$ cat src/rtl/wb_pkg.sv
// Shared definitions for the write-back stage: opcodes, flag bit positions,
// FSM states and the decoded-instruction record.
package wb_pkg;

    localparam logic [4:0] OP_NOP       = 5'h00;
    localparam logic [4:0] OP_ALU_FIRST = 5'h01;
    localparam logic [4:0] OP_ALU_LAST  = 5'h0B;
    localparam logic [4:0] OP_MUL       = 5'h0C;
    localparam logic [4:0] OP_LOAD      = 5'h0D;
    localparam logic [4:0] OP_STORE     = 5'h0E;
    localparam logic [4:0] OP_JMP       = 5'h0F;
    localparam logic [4:0] OP_JZ        = 5'h10;
    localparam logic [4:0] OP_JC        = 5'h11;
    localparam logic [4:0] OP_HLT       = 5'h1F;

    localparam int FLG_Z  = 0;
    localparam int FLG_C  = 1;
    localparam int FLG_AC = 2;
    localparam int FLG_P  = 3;

    typedef enum logic [1:0] {S_RUN, S_MUL_HI, S_LOAD, S_HALT} wb_state_t;

    typedef enum logic [1:0] {BR_NONE, BR_JMP, BR_JZ, BR_JC} br_t;

    typedef struct packed {
        logic rf_wr;
        logic mul;
        logic load;
        logic store;
        logic flag_upd;
        br_t  br;
        logic halt;
    } dec_t;

endpackage

$ cat src/rtl/wb_if.sv
// EX/WB latch interface: the EX side drives the instruction fields, the
// write-back stage answers with in_ready.
interface wb_if #(
    parameter int DW   = 8,
    parameter int DMAW = 4,
    parameter int IMAW = 6,
    parameter int RAW  = 3
);
    // Handshake: a transfer happens on a rising edge where in_valid && in_ready;
    // fields are only meaningful while in_valid is high, and in_ready never
    // depends on in_valid.
    logic              in_valid;
    logic              in_ready;
    logic [4:0]        opcode;
    logic              am;
    logic [RAW-1:0]    rd;
    logic [DMAW-1:0]   mem_addr;
    logic [IMAW-1:0]   instr_mem_addr;
    logic [2*DW-1:0]   result;
    logic              zero_flag;
    logic              carry_flag;
    logic              ac_flag;
    logic              parity_flag;

    modport master (
        output in_valid, opcode, am, rd, mem_addr, instr_mem_addr, result,
               zero_flag, carry_flag, ac_flag, parity_flag,
        input  in_ready
    );

    modport slave (
        input  in_valid, opcode, am, rd, mem_addr, instr_mem_addr, result,
               zero_flag, carry_flag, ac_flag, parity_flag,
        output in_ready
    );

endinterface

$ cat src/rtl/wb_decode.sv
// Combinational opcode decode into the enables the write-back FSM acts on.
module wb_decode
    import wb_pkg::*;
(
    input  logic [4:0] opcode,
    input  logic       am,
    output dec_t       dec
);

    always_comb begin
        dec    = '0;
        dec.br = BR_NONE;
        if (opcode >= OP_ALU_FIRST && opcode <= OP_ALU_LAST) begin
            // am=1 is the compare form: flags only
            dec.flag_upd = 1'b1;
            dec.rf_wr    = !am;
        end else begin
            case (opcode)
                OP_MUL: begin
                    dec.mul      = 1'b1;
                    dec.flag_upd = 1'b1;
                end
                OP_LOAD:  dec.load  = 1'b1;
                OP_STORE: dec.store = 1'b1;
                OP_JMP:   dec.br    = BR_JMP;
                OP_JZ:    dec.br    = BR_JZ;
                OP_JC:    dec.br    = BR_JC;
                OP_HLT:   dec.halt  = 1'b1;
                default: ;
            endcase
        end
    end

endmodule

$ cat src/rtl/wb_stage.sv
// Write-back stage: retires EX/WB instructions into the register file, data
// memory, flags and PC. Optional retired-instruction counter: WB_RETIRE_CNT_EN.
module wb_stage
    import wb_pkg::*;
#(
    parameter int NREG = 8,
    parameter int DW   = 8,
    parameter int DMAW = 4,
    parameter int IMAW = 6
) (
    input  logic                     clk,
    input  logic                     rst,
    wb_if.slave                      ex,
    output logic                     rf_we,
    output logic [$clog2(NREG)-1:0]  rf_waddr,
    output logic [DW-1:0]            rf_wdata,
    output logic                     dm_we,
    output logic                     dm_re,
    output logic [DMAW-1:0]          dm_addr,
    output logic [DW-1:0]            dm_wdata,
    input  logic [DW-1:0]            dm_rdata,
    output logic [3:0]               flags_q,
    output logic                     pc_load,
    output logic [IMAW-1:0]          pc_target,
    output logic                     halted,
    output wb_state_t                fsm_state
`ifdef WB_RETIRE_CNT_EN
    ,
    output logic [15:0]              retired_cnt
`endif
);

    localparam int RAW = $clog2(NREG);

    wb_state_t       state;
    dec_t            dec;
    logic            fire;
    logic            br_taken;
    logic [DW-1:0]   hi_q;
    logic [RAW-1:0]  pend_rd;

    wb_decode u_decode (
        .opcode (ex.opcode),
        .am     (ex.am),
        .dec    (dec)
    );

    assign ex.in_ready = (state == S_RUN);
    assign fire        = ex.in_valid && ex.in_ready;
    assign fsm_state   = state;

    // Conditional jumps test the flags as they stood before this instruction
    assign br_taken = (dec.br == BR_JMP)
                   || (dec.br == BR_JZ && flags_q[FLG_Z])
                   || (dec.br == BR_JC && flags_q[FLG_C]);

    always_ff @(posedge clk) begin
        if (rst) begin
            state     <= S_RUN;
            rf_we     <= 1'b0;
            rf_waddr  <= '0;
            rf_wdata  <= '0;
            dm_we     <= 1'b0;
            dm_re     <= 1'b0;
            dm_addr   <= '0;
            dm_wdata  <= '0;
            flags_q   <= '0;
            pc_load   <= 1'b0;
            pc_target <= '0;
            halted    <= 1'b0;
            hi_q      <= '0;
            pend_rd   <= '0;
`ifdef WB_RETIRE_CNT_EN
            retired_cnt <= '0;
`endif
        end else begin
            rf_we   <= 1'b0;
            dm_we   <= 1'b0;
            dm_re   <= 1'b0;
            pc_load <= 1'b0;
            case (state)
                S_RUN: begin
                    if (fire) begin
                        if (dec.flag_upd) begin
                            flags_q[FLG_Z]  <= ex.zero_flag;
                            flags_q[FLG_C]  <= ex.carry_flag;
                            flags_q[FLG_AC] <= ex.ac_flag;
                            flags_q[FLG_P]  <= ex.parity_flag;
                        end
                        if (dec.rf_wr || dec.mul) begin
                            rf_we    <= 1'b1;
                            rf_waddr <= ex.rd;
                            rf_wdata <= ex.result[DW-1:0];
                        end
                        if (dec.mul) begin
                            // high byte goes to the next register, wrapping past NREG-1
                            hi_q    <= ex.result[2*DW-1:DW];
                            pend_rd <= ex.rd + 1'b1;
                            state   <= S_MUL_HI;
                        end
                        if (dec.load) begin
                            dm_re   <= 1'b1;
                            dm_addr <= ex.mem_addr;
                            pend_rd <= ex.rd;
                            state   <= S_LOAD;
                        end
                        if (dec.store) begin
                            dm_we    <= 1'b1;
                            dm_addr  <= ex.mem_addr;
                            dm_wdata <= ex.result[DW-1:0];
                        end
                        if (br_taken) begin
                            pc_load   <= 1'b1;
                            pc_target <= ex.instr_mem_addr;
                        end
                        if (dec.halt) begin
                            halted <= 1'b1;
                            state  <= S_HALT;
                        end
`ifdef WB_RETIRE_CNT_EN
                        if (dec.flag_upd || dec.load || dec.store
                            || dec.br != BR_NONE || dec.halt) begin
                            retired_cnt <= retired_cnt + 16'd1;
                        end
`endif
                    end
                end
                S_MUL_HI: begin
                    rf_we    <= 1'b1;
                    rf_waddr <= pend_rd;
                    rf_wdata <= hi_q;
                    state    <= S_RUN;
                end
                S_LOAD: begin
                    // memory read is asynchronous, so dm_rdata is valid this cycle
                    rf_we    <= 1'b1;
                    rf_waddr <= pend_rd;
                    rf_wdata <= dm_rdata;
                    state    <= S_RUN;
                end
                default: ;
            endcase
        end
    end

endmodule
$ cat src/flat_wrapper.sv
// flat-port wrapper written by rule: the top's interface ports become plain ports
module wb_stage_flat import wb_pkg::*;
#(
    parameter int NREG = 8,
    parameter int DW   = 8,
    parameter int DMAW = 4,
    parameter int IMAW = 6
)
  (clk, rst, rf_we, rf_waddr, rf_wdata, dm_we, dm_re, dm_addr, dm_wdata, dm_rdata, flags_q, pc_load, pc_target, halted, fsm_state, ex_in_valid, ex_opcode, ex_am, ex_rd, ex_mem_addr, ex_instr_mem_addr, ex_result, ex_zero_flag, ex_carry_flag, ex_ac_flag, ex_parity_flag, ex_in_ready);
  wb_if #(.DW(DW), .DMAW(DMAW), .IMAW(IMAW)) ex_i ();
  input  logic clk;
  input  logic rst;
  output logic rf_we;
  output logic [$clog2(NREG)-1:0] rf_waddr;
  output logic [DW-1:0] rf_wdata;
  output logic dm_we;
  output logic dm_re;
  output logic [DMAW-1:0] dm_addr;
  output logic [DW-1:0] dm_wdata;
  input  logic [DW-1:0] dm_rdata;
  output logic [3:0] flags_q;
  output logic pc_load;
  output logic [IMAW-1:0] pc_target;
  output logic halted;
  output wb_state_t fsm_state;
  input wire logic [$bits(ex_i.in_valid)-1:0] ex_in_valid;
  input wire logic [$bits(ex_i.opcode)-1:0] ex_opcode;
  input wire logic [$bits(ex_i.am)-1:0] ex_am;
  input wire logic [$bits(ex_i.rd)-1:0] ex_rd;
  input wire logic [$bits(ex_i.mem_addr)-1:0] ex_mem_addr;
  input wire logic [$bits(ex_i.instr_mem_addr)-1:0] ex_instr_mem_addr;
  input wire logic [$bits(ex_i.result)-1:0] ex_result;
  input wire logic [$bits(ex_i.zero_flag)-1:0] ex_zero_flag;
  input wire logic [$bits(ex_i.carry_flag)-1:0] ex_carry_flag;
  input wire logic [$bits(ex_i.ac_flag)-1:0] ex_ac_flag;
  input wire logic [$bits(ex_i.parity_flag)-1:0] ex_parity_flag;
  output wire logic [$bits(ex_i.in_ready)-1:0] ex_in_ready;
  assign ex_i.in_valid = ex_in_valid;
  assign ex_i.opcode = ex_opcode;
  assign ex_i.am = ex_am;
  assign ex_i.rd = ex_rd;
  assign ex_i.mem_addr = ex_mem_addr;
  assign ex_i.instr_mem_addr = ex_instr_mem_addr;
  assign ex_i.result = ex_result;
  assign ex_i.zero_flag = ex_zero_flag;
  assign ex_i.carry_flag = ex_carry_flag;
  assign ex_i.ac_flag = ex_ac_flag;
  assign ex_i.parity_flag = ex_parity_flag;
  assign ex_in_ready = ex_i.in_ready;
  wb_stage #(.NREG(NREG), .DW(DW), .DMAW(DMAW), .IMAW(IMAW)) u_core (.clk(clk), .rst(rst), .ex(ex_i), .rf_we(rf_we), .rf_waddr(rf_waddr), .rf_wdata(rf_wdata), .dm_we(dm_we), .dm_re(dm_re), .dm_addr(dm_addr), .dm_wdata(dm_wdata), .dm_rdata(dm_rdata), .flags_q(flags_q), .pc_load(pc_load), .pc_target(pc_target), .halted(halted), .fsm_state(fsm_state));
endmodule
$ cat config.mk
export PLATFORM = sky130hd
export DESIGN_NAME = wb_stage_flat
export DESIGN_NICKNAME = d
export VERILOG_FILES = /design/src/rtl/wb_pkg.sv /design/src/rtl/wb_if.sv /design/src/rtl/wb_decode.sv /design/src/rtl/wb_stage.sv /design/src/flat_wrapper.sv
export SDC_FILE = /design/constraint.sdc
export NUM_CORES = 1
export LEC_CHECK = 0
export BUFFER_PORTS_ARGS = -buffer_cell sky130_fd_sc_hd__buf_2
export CORE_UTILIZATION = 48
export CTS_BUF_LIST = sky130_fd_sc_hd__clkbuf_16
export DETAILED_ROUTE_END_ITERATION = 8
export PLACE_DENSITY = 0.81
export SYNTH_ARGS = -nofsm -noshare
export SYNTH_HDL_FRONTEND = slang
export SYNTH_SLANG_ARGS = --single-unit
$ cat constraint.sdc
create_clock -name clk -period 2.36 [get_ports clk]
set_clock_uncertainty 0.2 [all_clocks]
set_input_delay 0.354 -clock clk [delete_from_list [all_inputs] [get_ports clk]]
set_output_delay 0.354 -clock clk [all_outputs]
set_load 0.01 [all_outputs]
==> run_results.csv, run 1 <==
group,metric,value,unit
run_status,outcome,"finished clean",
routing,via_per_inst,5.17,
yosys,ys_async_sr_fraction,0,%
yosys,yosysUniqueCellTypes,48,
timing,fmax,455,MHz
yosys,synth_top_family_by_area,"multiplexers",
layout,syn_to_final_growth,26.1,%
timing,fin_ws,163,ps
floorplanning,dieWidth,72.3,um
layout,multi_input_area,0.00124,sq mm
grt,overflow,0,
yosys,synth_edf_count,0,
routing,num_vias,2097,
grt,use_met1,29.1,%
clocking,clk_latency,290,ps
placed_design,routabilityCongestion,0.897,
yosys,yosys-top-cells-area,"dfxtp_1 (43%), mux2i_1 (18%), nor2_1 (7.8%)",
floorplanning,core_area,0.00472,sq mm
min_path,hold_depth,3,
yosys,synth_top_cell_area_share,43.1,%
yosys,post-synth-top-count-cell,"dfxtp_1",
clocking,cts_buffers,5,
timing,finalMaxSlewViolations,0,
yosys,synth_nets,308,
yosys,syn_area,0.00237,sq mm
placed_design,dp_worst_setup_slack,173,ps
grt,use_met2,33.6,%
grt,grt_usage,21.5,%
grt,grt_max_degree,35,
timing,finalSetupViolCount,0,
timing,period_share,93.1,%
yosys,yosysSeqAreaShare,43.1,%
yosys,synthAdderAreaFrac,2.64,%
floorplanning,std_cell_rows,25,
yosys,yosys_warnings,0,
power_and_ir_drop,ir_drop,454,uV
placed_design,place.detailed.hpwl,3.88,mm
layout,final_cell_area,0.00299,sq mm
min_path,min_path_type,"primary input to register",
clocking,cts-root-buf,"clkbuf_16",
routing,avgRoutedWirePerCell,13.2,um
yosys,yosys.area_share.xor_xnor,0.739,%
critical_path,worst_setup_path_start_kind,"register",
yosys,avgSynthCellArea,9.37,sq um
clocking,postCtsResizedCells,0,
layout,final_nets,393,
timing,rsz0062_at_grt,"false",
critical_path,required,2330,ps
routing,firstDrtPassIters,4,
power_and_ir_drop,leakagePower,0.00144,uW
grt,grt_pass1_wl,8.80,mm
timing,finalCriticalPeriod,2200,ps
critical_path,cp_max_fo,9,
yosys,synth_seq_cells,51,
yosys,synth_common_cells,"dfxtp_1 (51), nor2_1 (49), mux2i_1 (43)",
yosys,synth_top_area_cell,"dfxtp_1",
clocking,cts_setup_buffers,0,
grt,top_usage_layer,"met2",
layout,ff_latch_area,0.00102,sq mm
yosys,synth_compound_area_share,10.3,%
job,cap_violations,0,
floorplanning,dieArea,0.00522,sq mm
grt,grt_pass1_vias,1899,
layout,antennaDiodeCount,0,
layout,drive_gt1_share,33.6,%
timing,setup-tns-final,0,ps
clocking,clock_path_buffers,2,
placed_design,io_buffers,90,
power_and_ir_drop,power,1870,uW
clocking,cts_tree,"yes",
placed_design,place_area,0.00285,sq mm
routing,final_antenna_net_count,0,
routing,drc_errors,0,
routing,drtIter0Drc,116,
timing,finalHoldViolCount,0,
floorplanning,dieHeight,72.3,um
clocking,hold_buffers,0,
power_and_ir_drop,power_density,625,mW/mm^2
critical_path,worstRegToRegCells,6,
floorplanning,start_util,50.2,%
yosys,synth_mux_area_share,19.6,%
clocking,path_clk_slew,60,ps
floorplanning,io_pins,91,
critical_path,end_kind,"register",
yosys,synth-simple-area-share,19.0,%
layout,fillers,398,
clocking,cts_sinks,51,
clocking,htree_levels,2,
grt,antenna_found_initial,0,
grt,grt_use_met3,6.39,%
critical_path,worstPathArrival,2160,ps
critical_path,worstSetupPathType,"register to register",
timing,tightest_slew,537,ps
yosys,synth_ff_type,"dfxtp_1",
routing,drt_wl_total,5.37,mm
yosys,synthCells,253,
timing,relSlewSlack,64.2,%
layer usage:
metal	routed length [um]	share of wire (%)	vias up
met5	0	0	-
met4	44	0.82	0
met3	323	6.0	4
met2	2410	45	67
met1	2600	48	976
li1	-	-	1050
stage by stage:
| step | hold WS, ps | utilization [%] | cells |
|---|---|---|---|
| after floorplan | 246 | - | 253 |
| after detailed placement | 248 | 60.3 | 398 |
| after global routing | 102 | 63.3 | 406 |
| after global placement | 241 | 60.3 | 398 |
| after CTS | 93.9 | 63.3 | 406 |
| final | 95.4 | 63.3 | 406 |
kinds of logic after synthesis:
kind of cell,Yosys count
simple gates,91
flops,51
mux,46
compound gates,36
buf+inv,22
fa+ha+maj,5
xor+xnor,2
final timing paths:
check | start | end | slack, ps
worst min-delay path | ex_zero_flag | u_core.flags_q[0] | 100
worst max register to register | u_core.fsm_state[0] | u_core.dm_wdata[0] | 160
worst max-delay path | u_core.fsm_state[0] | u_core.dm_wdata[0] | 160
worst min register to register | u_core.pc_target[5] | u_core.pc_target[5] | 250
cells in the final DEF (no fill, tap or decap), types with 3 or more instances in the layout:
cell type,instances
mux2i_1,43
a22oi_1,8
a21oi_1,10
mux2_2,3
buf_2,90
nor2_1,49
ha_1,5
dfxtp_1,51
nand3_1,3
buf_4,4
inv_1,7
clkbuf_16,5
o21ai_0,6
nand2_1,21
flip-flops by register name, summed over array words and instances, names as in the netlist:
signal,cells
u_core.dm_addr,4
u_core.dm_re,1
u_core.dm_wdata,8
u_core.pc_load,1
u_core.fsm_state,2
u_core.rf_wdata,8
u_core.dm_we,1
u_core.halted,1
u_core.rf_waddr,3
u_core.flags_q,4
u_core.pc_target,6
u_core.rf_we,1
u_core.pend_rd,3
u_core.hi_q,8
final cells by class:
type	count	share of cell area, %
multi-input combinational	180	41.5
timing repair buffer	94	16.1
clock inverter	3	0.544
sequential	51	34.2
tap	67	2.81
clock buffer	5	4.19
inverter	6	0.754
critical path: stages (launching register included):
cell and delay [ps]:
dfxtp_1 350, inv_1 90, ha_1 350, nand4_4 130, or4_1 670, mux2i_1 240
nor2_1 50
where the power goes:
part / switching, uW / internal [uW] / total (uW)
Combinational: 153 / 118 / 271
Sequential: 13.9 / 885 / 899
Clock: 309 / 387 / 697
Total: 477 / 1390 / 1870
Power figures use the tool's default switching activity.
==> run 2: changes to the inputs <==
--- a/config.mk
+++ b/config.mk
@@ -9,7 +9,7 @@
 export CORE_UTILIZATION = 48
 export CTS_BUF_LIST = sky130_fd_sc_hd__clkbuf_16
 export DETAILED_ROUTE_END_ITERATION = 8
-export PLACE_DENSITY = 0.81
+export PLACE_DENSITY = 0.78
 export SYNTH_ARGS = -nofsm -noshare
 export SYNTH_HDL_FRONTEND = slang
 export SYNTH_SLANG_ARGS = --single-unit
==> run_results.csv, run 2 (synthesis gave the netlist of run 1 again) <==
group,metric,value,unit
floorplanning,start_util,50.2,%
critical_path,required,2330,ps
grt,antenna_found_initial,0,
critical_path,end_kind,"register",
layout,final_cell_area,0.00302,sq mm
timing,setup-tns-final,0,ps
clocking,cts_buffers,5,
clocking,htree_levels,2,
layout,syn_to_final_growth,27.5,%
layout,final_nets,393,
floorplanning,dieWidth,72.3,um
layout,drive_gt1_share,34.2,%
timing,period_share,93.8,%
timing,tightest_slew,547,ps
critical_path,cp_cell_sequence,"inv_1, ha_1, and3b_1, a41o_1, mux2i_1, nor2_1",
routing,avgRoutedWirePerCell,13.5,um
grt,grt_usage,21.6,%
critical_path,cp_slowest_stage_delay,530,ps
grt,grt_max_degree,36,
routing,drtIter0Drc,133,
placed_design,place.detailed.hpwl,3.96,mm
layout,most-common-layout-cells,"buf_2 (90), dfxtp_1 (51), nor2_1 (49)",
critical_path,worst_setup_path_start_kind,"register",
floorplanning,std_cell_rows,25,
min_path,min_path_type,"primary input to register",
floorplanning,dieHeight,72.3,um
clocking,cts_tree,"yes",
routing,final_antenna_net_count,0,
timing,finalMaxSlewViolations,0,
routing,drc_errors,0,
layout,fillers,405,
layout,top_regs,"u_core.dm_wdata (8), u_core.hi_q (8), u_core.rf_wdata (8)",
critical_path,worstSetupPathType,"register to register",
grt,overflow,0,
timing,finalSetupViolCount,0,
placed_design,io_buffers,90,
clocking,cts_sinks,51,
grt,grt_pass1_wl,8.81,mm
routing,via_per_inst,5.18,
routing,firstDrtPassIters,4,
clocking,cts_setup_buffers,0,
layout,layout_commonest_cell,"buf_2",
clocking,path_clk_slew,70,ps
routing,drt_wl_total,5.48,mm
run_status,outcome,"finished clean",
clocking,clk_latency,290,ps
timing,relSlewSlack,63.5,%
floorplanning,dieArea,0.00522,sq mm
clocking,cts-root-buf,"clkbuf_16",
clocking,clock_path_buffers,2,
placed_design,place_area,0.00285,sq mm
layout,antennaDiodeCount,0,
power_and_ir_drop,ir_drop,397,uV
floorplanning,core_area,0.00472,sq mm
critical_path,worstPathArrival,2180,ps
power_and_ir_drop,power,2000,uW
placed_design,routabilityCongestion,0.797,
timing,finalCriticalPeriod,2210,ps
floorplanning,io_pins,91,
critical_path,cp_max_fo,8,
clocking,postCtsResizedCells,0,
power_and_ir_drop,power_density,661,mW/mm^2
grt,grt_pass1_vias,1942,
job,cap_violations,0,
timing,fmax,452,MHz
routing,num_vias,2103,
timing,finalHoldViolCount,0,
critical_path,critPathSlowestCell,"a41o_1",
power_and_ir_drop,leakagePower,0.00145,uW
clocking,hold_buffers,0,
## run 2: cell types whose count changed in the layout (fill, tap and decap cells not counted)
| cell | delta |
|---|---|
| or4_1 | -1 |
| inv_6 | +1 |
| inv_1 | -1 |
| clkinv_2 | -1 |
| or4_4 | +1 |
| bufinv_16 | +1 |
## run 2: where the power goes
part           total (uW)  leakage [uW]  internal (uW)  switching [uW]
combinational         271      0.000954            118             153
sequential            898      0.000413            885            12.8
clock                 828     0.0000804            504             324
## run 2: through the flow
| step | util (%) | hold slack [ps] | cells | setup slack (ps) |
|---|---|---|---|---|
| 4_1_cts | 63.9 | 97.9 | 406 | 114 |
| 2_1_floorplan | - | 246 | 253 | 283 |
| 6_report | 64.0 | 97.6 | 406 | 147 |
| 5_1_grt | 64.0 | 102 | 406 | -4.94 |
| 3_5_place_dp | 60.3 | 252 | 398 | 137 |
| 3_3_place_gp | 60.3 | 241 | 398 | 234 |
## run 2: per-layer routing
metal / part of all wire, % / track usage (%)
met4: 1.8 / 9.59
met1: 44 / 27.0
met5: 0 / 0
met2: 49 / 36.4
met3: 4.8 / 3.75
## run 2: layout make-up
class | count | area, sq um | area share [%]
Clock buffer | 5 | 125 | 4.14
Inverter | 6 | 22.5 | 0.745
Multi-Input combinational cell | 180 | 1240 | 41.1
Sequential cell | 51 | 1020 | 33.8
Clock inverter | 3 | 46.3 | 1.53
Tap cell | 67 | 83.8 | 2.77
Timing Repair Buffer | 94 | 480 | 15.9
## run 2: worst paths after layout
path / startpoint / to / slack [ps] / cells after the start
worst max-delay path: u_core.fsm_state[0] / u_core.rf_wdata[3] / 150 / 6
worst min-delay path: ex_result[14] / u_core.hi_q[6] / 100 / 3
worst max register to register: u_core.fsm_state[0] / u_core.rf_wdata[3] / 150 / 6
worst min register to register: u_core.pc_target[5] / u_core.pc_target[5] / 260 / 2
## run 2: critical path, delay by kind of cell (launching register included)
kind / cells / cell delay, ps
compound gates: 1 / 530
flops: 1 / 350
fa+ha+maj: 1 / 350
simple gates: 2 / 320
mux: 1 / 250
buf+inv: 1 / 90
==> run 3: changes to the inputs <==
--- a/config.mk
+++ b/config.mk
@@ -5,7 +5,7 @@
 export SDC_FILE = /design/constraint.sdc
 export NUM_CORES = 1
 export LEC_CHECK = 0
-export BUFFER_PORTS_ARGS = -buffer_cell sky130_fd_sc_hd__buf_2
+export BUFFER_PORTS_ARGS = -buffer_cell sky130_fd_sc_hd__clkbuf_2
 export CORE_UTILIZATION = 48
 export CTS_BUF_LIST = sky130_fd_sc_hd__clkbuf_16
 export DETAILED_ROUTE_END_ITERATION = 8
==> run_results.csv, run 3 (synthesis gave the netlist of run 1 again) <==
group,metric,value,unit
critical_path,r2r_setup_slack,120,ps
power_and_ir_drop,power_frac_clock,37.5,%
critical_path,cp_cell_sequence,"inv_1, ha_1, nand4_4, or4_1, mux2i_1, nor2_1",
timing,finalCriticalPeriod,2240,ps
timing,rsz0062_at_grt,"false",
grt,grt_pass1_wl,8.69,mm
clocking,cts_tree,"yes",
power_and_ir_drop,ir_drop,331,uV
grt,overflow,0,
run_status,outcome,"finished clean",
clocking,cts_setup_buffers,0,
routing,drc_errors,0,
layout,most-common-layout-cells,"clkbuf_2 (90), dfxtp_1 (51), nor2_1 (49)",
min_path,min_path_type,"primary input to register",
placed_design,routabilityCongestion,0.805,
routing,routed.top_layer,"met4",
grt,grt_pass1_vias,1891,
clocking,cts-root-buf,"clkbuf_16",
grt,grt_max_degree,24,
job,cap_violations,0,
critical_path,cp_slowest_stage_delay,690,ps
routing,num_vias,2080,
min_path,hp-start,"ex_instr_mem_addr[0]",
critical_path,cp_max_fo,9,
layout,layout_commonest_cell,"clkbuf_2",
timing,fmax,446,MHz
layout,final_nets,394,
layout,fin_util,63.5,%
routing,firstDrtPassIters,4,
placed_design,io_buffers,90,
timing,period_share,95.1,%
critical_path,worstPathArrival,2230,ps
layout,top_regs,"u_core.dm_wdata (8), u_core.hi_q (8), u_core.rf_wdata (8)",
routing,via_per_inst,5.11,
layout,antennaDiodeCount,0,
clocking,postCtsResizedCells,0,
clocking,htree_levels,2,
routing,wl_met1,2.42,mm
layout,drive_gt1_share,33.8,%
clocking,clock_path_buffers,2,
clocking,clk_latency,280,ps
floorplanning,dieHeight,72.3,um
power_and_ir_drop,sw_frac_of_total,25.6,%
clocking,cts_buffers,5,
critical_path,end_kind,"register",
grt,grt_usage,21.3,%
critical_path,r2r-start,"u_core.fsm_state[0]",
critical_path,required,2340,ps
placed_design,dp_cells,399,
power_and_ir_drop,leakagePower,0.00141,uW
clocking,hold_buffers,0,
timing,finalSetupViolCount,0,
clocking,cts_sinks,51,
timing,relSlewSlack,62.8,%
min_path,hold_depth,3,
floorplanning,std_cell_rows,25,
floorplanning,dieWidth,72.3,um
grt,antenna_found_initial,0,
routing,met3_length,260,um
floorplanning,core_area,0.00472,sq mm
routing,avgRoutedWirePerCell,13.4,um
timing,finalMaxSlewViolations,0,
timing,tightest_slew,557,ps
critical_path,worstRegToRegCells,6,
routing,drt_wl_total,5.45,mm
critical_path,timing.rr.end,"u_core.dm_wdata[5]",
timing,setup-tns-final,0,ps
min_path,min_to,"u_core.pc_target[0]",
critical_path,critPathSlowestCell,"or4_1",
power_and_ir_drop,pwr-share-comb,14.5,%
critical_path,worstSetupPathType,"register to register",
floorplanning,io_pins,91,
power_and_ir_drop,intPower,1400,uW
timing,finalHoldViolCount,0,
routing,wl_met2,2.67,mm
power_and_ir_drop,power_switching,480,uW
layout,syn_to_final_growth,26.6,%
clocking,path_clk_slew,70,ps
layout,layout.cells.non_filler,407,
routing,final_antenna_net_count,0,
placed_design,place.detailed.hpwl,4.04,mm
floorplanning,start_util,50.2,%
power_and_ir_drop,pwr-share-seq,47.9,%
routing,drtIter0Drc,99,
power_and_ir_drop,power_density,625,mW/mm^2
critical_path,worst_setup_path_start_kind,"register",
floorplanning,dieArea,0.00522,sq mm
run 3: worst max-delay path by stage:
stage / slack [ps] / cells past startpoint / endpoint / start
after floorplan: 280 / 7 / u_core.dm_wdata[0] / u_core.fsm_state[0]
after global placement: 230 / 6 / u_core.dm_wdata[4] / u_core.fsm_state[0]
after detailed placement: 150 / 6 / u_core.dm_wdata[3] / u_core.fsm_state[0]
after CTS: 120 / 6 / u_core.dm_wdata[5] / u_core.fsm_state[1]
after global routing: 10 / 6 / u_core.dm_wdata[7] / u_core.fsm_state[0]
final: 120 / 6 / u_core.dm_wdata[5] / u_core.fsm_state[0]
run 3: critical path, delay by kind of cell (launching register included):
kind	cells	cell delay [ps]
and+or+nand+nor	3	870
buffers and inverters	1	90
muxes	1	270
DFF	1	350
adders and majority gates	1	350
run 3: through the flow:
| step | setup slack (ps) | area, sq um | hold WS (ps) | power [uW] |
|---|---|---|---|---|
| 3_5_place_dp | 152 | 2850 | 248 | 1190 |
| 5_1_grt | 12.8 | 3000 | 104 | 1950 |
| 6_report | 115 | 3000 | 90.6 | 1880 |
| 2_1_floorplan | 283 | 2370 | 246 | 1090 |
| 4_1_cts | 121 | 3000 | 86.1 | 1890 |
| 3_3_place_gp | 227 | 2850 | 244 | 1190 |
run 3: per-layer routing:
layer	track usage, %	vias up
met5	0	-
met2	36.2	73
met3	5.00	13
met1	26.2	948
li1	-	1046
met4	7.84	0
run 3: final cells by class:
class                      count  area [sq um]
fill                         413          1720
multi-input combinational    180          1240
sequential                    51          1020
timing repair buffer          95           488
clock buffer                   5           125
tap                           67          83.8
inverter                       6          22.5
clock inverter                 3          20.0
run 3: power by group through the flow:
stage | clock [uW] | combinational (uW) | sequential (uW)
4_1_cts | 722 | 273 | 899
2_1_floorplan | 0 | 159 | 929
6_report | 704 | 272 | 899
3_3_place_gp | 0 | 267 | 918
3_5_place_dp | 0 | 271 | 919
5_1_grt | 751 | 299 | 902
